<file path="src/rtl/pipeline_sink_counted.sv">
// pipeline_sink_counted
// Per-channel ready/valid pass-through that can instead sink items, either
// unconditionally (sink_forever) or for a loadable number of handshakes
// (drop counter). Sunk handshakes are counted in a saturating tally.
// Channels are fully independent; the handshake path is purely combinational
// and holds no data, so nothing is duplicated or stranded on a mode change.

module pipeline_sink_counted #(
    parameter int WORD_WIDTH    = 8,
    parameter int CHANNEL_COUNT = 1,
    parameter int COUNT_WIDTH   = 8,
    parameter int TALLY_WIDTH   = 16
) (
    input  logic                                 clock,
    input  logic                                 clear,
    input  logic [CHANNEL_COUNT-1:0]             sink_forever,
    input  logic [CHANNEL_COUNT-1:0]             drop_load,
    input  logic [CHANNEL_COUNT*COUNT_WIDTH-1:0] drop_count,
    output logic [CHANNEL_COUNT*COUNT_WIDTH-1:0] drop_pending,
    output logic [CHANNEL_COUNT-1:0]             sinking,
    input  logic [CHANNEL_COUNT-1:0]             tally_clear,
    output logic [CHANNEL_COUNT*TALLY_WIDTH-1:0] dropped_tally,
    input  logic [CHANNEL_COUNT-1:0]             input_valid,
    output logic [CHANNEL_COUNT-1:0]             input_ready,
    input  logic [CHANNEL_COUNT*WORD_WIDTH-1:0]  input_data,
    output logic [CHANNEL_COUNT-1:0]             output_valid,
    input  logic [CHANNEL_COUNT-1:0]             output_ready,
    output logic [CHANNEL_COUNT*WORD_WIDTH-1:0]  output_data
);

    localparam logic [COUNT_WIDTH-1:0] COUNT_ZERO = '0;
    localparam logic [COUNT_WIDTH-1:0] COUNT_ONE  = COUNT_WIDTH'(1'b1);
    localparam logic [TALLY_WIDTH-1:0] TALLY_ZERO = '0;
    localparam logic [TALLY_WIDTH-1:0] TALLY_ONE  = TALLY_WIDTH'(1'b1);
    localparam logic [TALLY_WIDTH-1:0] TALLY_MAX  = '1;
    localparam logic [WORD_WIDTH-1:0]  WORD_ZERO  = '0;

    for (genvar ch = 0; ch < CHANNEL_COUNT; ch++) begin : g_channel

        logic [COUNT_WIDTH-1:0] pending_r;
        logic [TALLY_WIDTH-1:0] tally_r;
        logic                   sinking_s;
        logic                   sunk_s;
        logic                   in_ready_s;
        logic                   out_valid_s;
        logic [WORD_WIDTH-1:0]  out_data_s;

        // Mode decision and sunk-handshake detection for this channel.
        always_comb begin
            sinking_s = 1'b0;
            sunk_s    = 1'b0;
            if (sink_forever[ch] || (pending_r != COUNT_ZERO)) begin
                sinking_s = 1'b1;
            end else begin
                sinking_s = 1'b0;
            end
            sunk_s = sinking_s & input_valid[ch];
        end

        // Handshake steering: pass straight through, or accept and discard.
        always_comb begin
            in_ready_s  = 1'b0;
            out_valid_s = 1'b0;
            out_data_s  = WORD_ZERO;
            if (sinking_s) begin
                in_ready_s  = 1'b1;
                out_valid_s = 1'b0;
                out_data_s  = WORD_ZERO;
            end else begin
                in_ready_s  = output_ready[ch];
                out_valid_s = input_valid[ch];
                out_data_s  = input_data[ch*WORD_WIDTH +: WORD_WIDTH];
            end
        end

        // Drop counter: a load overrides the decrement of the same cycle.
        always_ff @(posedge clock or posedge clear) begin
            if (clear) begin
                pending_r <= COUNT_ZERO;
            end else if (drop_load[ch]) begin
                pending_r <= drop_count[ch*COUNT_WIDTH +: COUNT_WIDTH];
            end else if (sunk_s && (pending_r != COUNT_ZERO)) begin
                pending_r <= pending_r - COUNT_ONE;
            end else begin
                pending_r <= pending_r;
            end
        end

        // Saturating tally of sunk handshakes; a clear still counts a same-cycle item.
        always_ff @(posedge clock or posedge clear) begin
            if (clear) begin
                tally_r <= TALLY_ZERO;
            end else if (tally_clear[ch]) begin
                tally_r <= sunk_s ? TALLY_ONE : TALLY_ZERO;
            end else if (sunk_s && (tally_r != TALLY_MAX)) begin
                tally_r <= tally_r + TALLY_ONE;
            end else begin
                tally_r <= tally_r;
            end
        end

        assign sinking[ch]                                   = sinking_s;
        assign input_ready[ch]                               = in_ready_s;
        assign output_valid[ch]                              = out_valid_s;
        assign output_data[ch*WORD_WIDTH +: WORD_WIDTH]      = out_data_s;
        assign drop_pending[ch*COUNT_WIDTH +: COUNT_WIDTH]   = pending_r;
        assign dropped_tally[ch*TALLY_WIDTH +: TALLY_WIDTH]  = tally_r;
    end

endmodule
</file>
<file path="config.mk">
export PLATFORM = sky130hd
export DESIGN_NAME = pipeline_sink_counted
export DESIGN_NICKNAME = d
export VERILOG_FILES = /design/src/rtl/pipeline_sink_counted.sv
export SDC_FILE = /design/constraint.sdc
export NUM_CORES = 1
export LEC_CHECK = 0
export CORE_MARGIN = 2
export CORE_UTILIZATION = 46
export CTS_BUF_LIST = sky130_fd_sc_hd__clkbuf_8
export DETAILED_ROUTE_END_ITERATION = 8
export GPL_ROUTABILITY_DRIVEN = 0
export PLACE_DENSITY = 0.83
export SETUP_SLACK_MARGIN = 0.5
export SYNTH_ARGS = -nofsm -noshare
export SYNTH_HDL_FRONTEND = slang
export SYNTH_SLANG_ARGS = --single-unit
</file>
<file path="constraint.sdc">
create_clock -name clock -period 3 [get_ports clock]
set_clock_uncertainty 0.2 [all_clocks]
set_input_delay 0.45 -clock clock [delete_from_list [all_inputs] [get_ports clock]]
set_output_delay 0.45 -clock clock [all_outputs]
set_load 0.01 [all_outputs]
</file>
* Word level (Yosys, flattened, before mapping)
Cells that the tools add are included.
** Operators by class
- Reduce and logical (&&, ||, !) cells :: 6
- $add $sub $neg :: 2
- Eq/ne operators :: 1
- Muxes and demuxes :: 9
- Bitwise operators :: 1
** Operators by type and width (number)
- $mux 16 :: 2
- $mux 8 :: 3
- $add 16x1->16 const B :: 1
- $ne 16x16->1 const B :: 1
- $reduce_bool 8->1 :: 1
- $sub 8x1->8 const B :: 1
- $mux 1 :: 4
- $reduce_bool 2->1 :: 2
- $logic_and 1x1->1 :: 2
- $and 1x1->1 :: 1
- $logic_or 1x1->1 :: 1
** Storage, ports and cells
- Logic and storage cells :: 21
- Bits in registers :: 24
- Output and inout port bits :: 35
- Bits of input ports :: 23

* Depth between registers and ports, before layout
- Depth after elaboration :: 7
- Depth in mapped cells :: 8
- Mapped depth without buffers :: 6

* Worst setup path before layout
OpenSTA, ideal clock, no wires.
- Path kind :: register -> output
- From :: reg g_channel[0].pending_r[0] (netlist: drop_pending[0])
- To :: out input_ready
- Stages on the path, launching flop included :: 6
- Path buffers :: 1
- Slack :: 0.638 ns
- Required time :: 2.350 ns
- Data arrival time :: 1.712 ns
- Cell sequence :: dfrtp_1 > inv_1 > ha_1 > or4b_4 > buf_6 > or3_1
** On the way
- Cells in the longest elaborated chain, start to end :: 4
** RTL lines
- from (decl) :: line 40 : logic [COUNT_WIDTH-1:0] pending_r;
- from (signal assigned) :: line 81 : pending_r <= drop_count[ch*COUNT_WIDTH +: COUNT_WIDTH];
- from (signal assigned) :: line 83 : pending_r <= pending_r - COUNT_ONE;
- from (signal assigned) :: line 85 : pending_r <= pending_r;
- $reduce_bool 8->1 :: line 52 : if (sink_forever[ch] || (pending_r != COUNT_ZERO)) begin
- $logic_or 1x1->1 :: line 52
- $mux 1 :: line 52
- $mux 1 :: line 65 : if (sinking_s) begin
- to (decl) :: line 24 : output logic [CHANNEL_COUNT-1:0] input_ready,
No other way between the ends.

* Final worst setup path
Same ends and word-level chain as after synthesis.

==> impl_metrics.yaml <==
outcome:
  status: "finished, final reports clean"
placed_design:
  portBuffers: 57
  dp_hpwl_um: 2750
  pre_cts_ws_ns: 0.138
detailed_routing:
  route.detailed.drc: 0
  routedWlPerCell_um: 14.0
  ant_nets: 0
  first_iter_violations: 42
  detail_route.vias_per_cell: 5.52
  dr_total_vias: 1600
  dr.pass1.iters: 4
  wl_um: 4060
power:
  pwr_density_cell_nw_per_um2: 330
  power.leakage_nw: 1.00
  peakVddDrop_uv: 275
setup_path:
  path_cells: "inv_2, ha_4, or4b_4, or3_1, clkbuf_2"
  max_stage_delay_ns: 0.48
  critPathKind: "flop to output port"
  path_delay_family: "simple AND/OR/NAND/NOR gates"
  worstPathRequired_ns: 2.35
  path_buf_inv: 2
  start_kind: "flop"
  cp_max_fo: 5
  critical_path.slowest_cell: "or4b_4"
  critPathArrivalTime_ns: 1.87
  end_kind: "output port"
cts:
  clkLatencyLatePin_ns: 0.26
  clock_path_buffers: 2
  ctsHoldBuffers: 0
  htreeDepth: 1
  root_buffer: "clkbuf_8"
  cts_tree: "yes"
  clk_pin_slew_ns: 0.08
  cts_made_buffers: 3
  cts_sinks: 24
die:
  die_w_um: 62.4
  coreArea_um2: 3310
  die-area_um2: 3890
  pin_count: 58
  fp.dieH_um: 62.4
  initial_core_util: 0.474
  std_cell_rows: 21
sta:
  rsz0062_at_grt: "yes"
  max_freq_ghz: 0.397
  setup_violations: 0
  finalSetupTns_ns: 0
  min_period_over_period: 0.840
  tightest_slew_ns: 0.798
  timing.final.max_slew_violations: 0
  fin_ws_ns: 0.479
  hold_viol: 0
  fin_crit_ns: 2.52
  relSlewSlack: 0.466
logic_synthesis:
  async_flop_share: 1.00
  synth_top_family_by_area: "simple AND/OR/NAND/NOR gates"
  syn_area_um2: 1570
  synth_ff_type: "dfrtp_1"
  synth_simple_gate_area_share: 0.301
  yosys.area.top_type_share: 0.383
  synth-seq-cells: 24
  syn_nets: 199
  ys.warnings.count: 0
  yosys.area.top_type: "dfrtp_1"
  yosys.cell_types.count: 45
  synth_edf_count: 0
  synth_compound_area_frac: 0.153
  synthAdderAreaFrac: 0.0160
  synth-xor-area-share: 0.0335
  netlist_instances: 174
  synth_seq_area_share: 0.383
  ys_top_cells_by_count: "24 x dfrtp_1, 15 x nand2_1, 12 x nor2_1"
  yosysMostFrequentCell: "dfrtp_1"
  syn_area_per_cell_um2: 9.01
  synth_area_leaders: "dfrtp_1 38%, and3_1 4.4%, mux2_2 3.6%"
  yosys-mux-area-fraction: 0.0615
grt:
  use_met2: 0.372
  grtUsageMet1: 0.296
  groute.layer.met3.usage: 0.0252
  grt_max_degree: 25
  overflow: 0
  antenna_found_initial: 0
  grtUsageTotal: 0.218
  grt_busiest_layer: "met2"
  grt_pass1_vias: 1537
  grt_pass1_wl_um: 7020
cells_and_area:
  final_util: 0.705
  nNetsFinal: 271
  syn_to_final_growth_pct: 48.8
  fill_cells: 248
  diodes: 0
  drive_gt1_frac: 0.205
min_path:
  hold_class: "input port to asynchronous set/reset pin"
flow_run:
  drv_cap: 0
==> power breakdown <==
| group | leakage [nW] | internal (mW) | switching, mW |
|---|---|---|---|
| clock network | 0.0216 | 0.0898 | 0.101 |
| logic | 0.665 | 0.121 | 0.0917 |
| registers | 0.318 | 0.340 | 0.0273 |
==> flip-flops by register name, summed over array words and instances (netlist names) <==
signal         flops
dropped_tally     16
drop_pending       8
==> worst min-delay path: stages <==
cell and delay (ns):
clkdlybuf4s50_1 0.39, inv_1 0.05, buf_4 0.30
==> area by class of cell <==
| type | count | area, um2 | area share |
|---|---|---|---|
| Timing Repair Buffer | 77 | 682 | 0.292 |
| Inverter | 7 | 26.3 | 0.0113 |
| Sequential cell | 24 | 601 | 0.257 |
| Multi-Input combinational cell | 133 | 926 | 0.397 |
| Clock buffer | 3 | 41.3 | 0.0177 |
| Tap cell | 46 | 57.6 | 0.0247 |
==> kinds of logic (layout without fill, tap and decap cells) <==
kind of cell,count (synthesis),in the layout
simple gates,81,81
buf+inv,17,87
mux,8,8
compound gates,36,36
xor+xnor,6,6
flops,24,24
fa+ha+maj,2,2
==> cell usage in the layout (no fill, tap or decap), drive strengths merged, types with 2 or more instances in the layout <==
cell type / instances
and4: 4
a21oi: 10
dfrtp: 24
mux2: 7
clkbuf: 8
or4: 5
xor2: 4
xnor2: 2
buf: 22
nor3: 3
ha: 2
nor2b: 6
nor4: 7
nand4: 5
dlygate4sd2: 3
a211oi: 2
nor2: 12
nand3: 6
nand2: 15
o211ai: 2
o21ai: 11
clkdlybuf4s50: 45
inv: 7
o31ai: 3
or3: 2
and3: 11
==> worst paths after layout <==
path,startpoint,end,slack (ns),depth (start not counted)
max in group asynchronous,clear,dropped_tally[1],2.03,3
worst min register to register,dropped_tally[14],dropped_tally[14],0.36,2
worst max-delay path,drop_pending[0],input_ready,0.48,5
min in group clock,dropped_tally[14],dropped_tally[14],0.36,2
worst max register to register,drop_pending[0],dropped_tally[15],0.58,7
worst min-delay path,clear,dropped_tally[10],0.33,3
==> per-layer routing <==
metal / part of all wire / wire [um]
met1: 0.46 / 1880
met2: 0.49 / 1990
met3: 0.038 / 154
met4: 0.0098 / 40
met5: 0 / 0
==> per-stage QoR <==
| step | power, mW | instances | instance area [um2] | hold WS (ns) |
|---|---|---|---|---|
| finish | 0.770 | 290 | 2330 | 0.326 |
| global route | 0.807 | 290 | 2330 | 0.389 |
| CTS | 0.765 | 288 | 2330 | 0.331 |
| detailed placement | 0.541 | 271 | 2170 | 0.354 |
| global placement | 0.538 | 271 | 2170 | 0.355 |
| floorplan | 0.453 | 174 | 1570 | 0.265 |
==> timing repair <==
item / CTS / global route
cloned: 1 / 0
setup endpoints to repair: 11 / 15
setup buffers: 13 / 2
resized for setup: 23 / 17
pin swaps: 1 / 1
(Power assumes the default switching activity.)
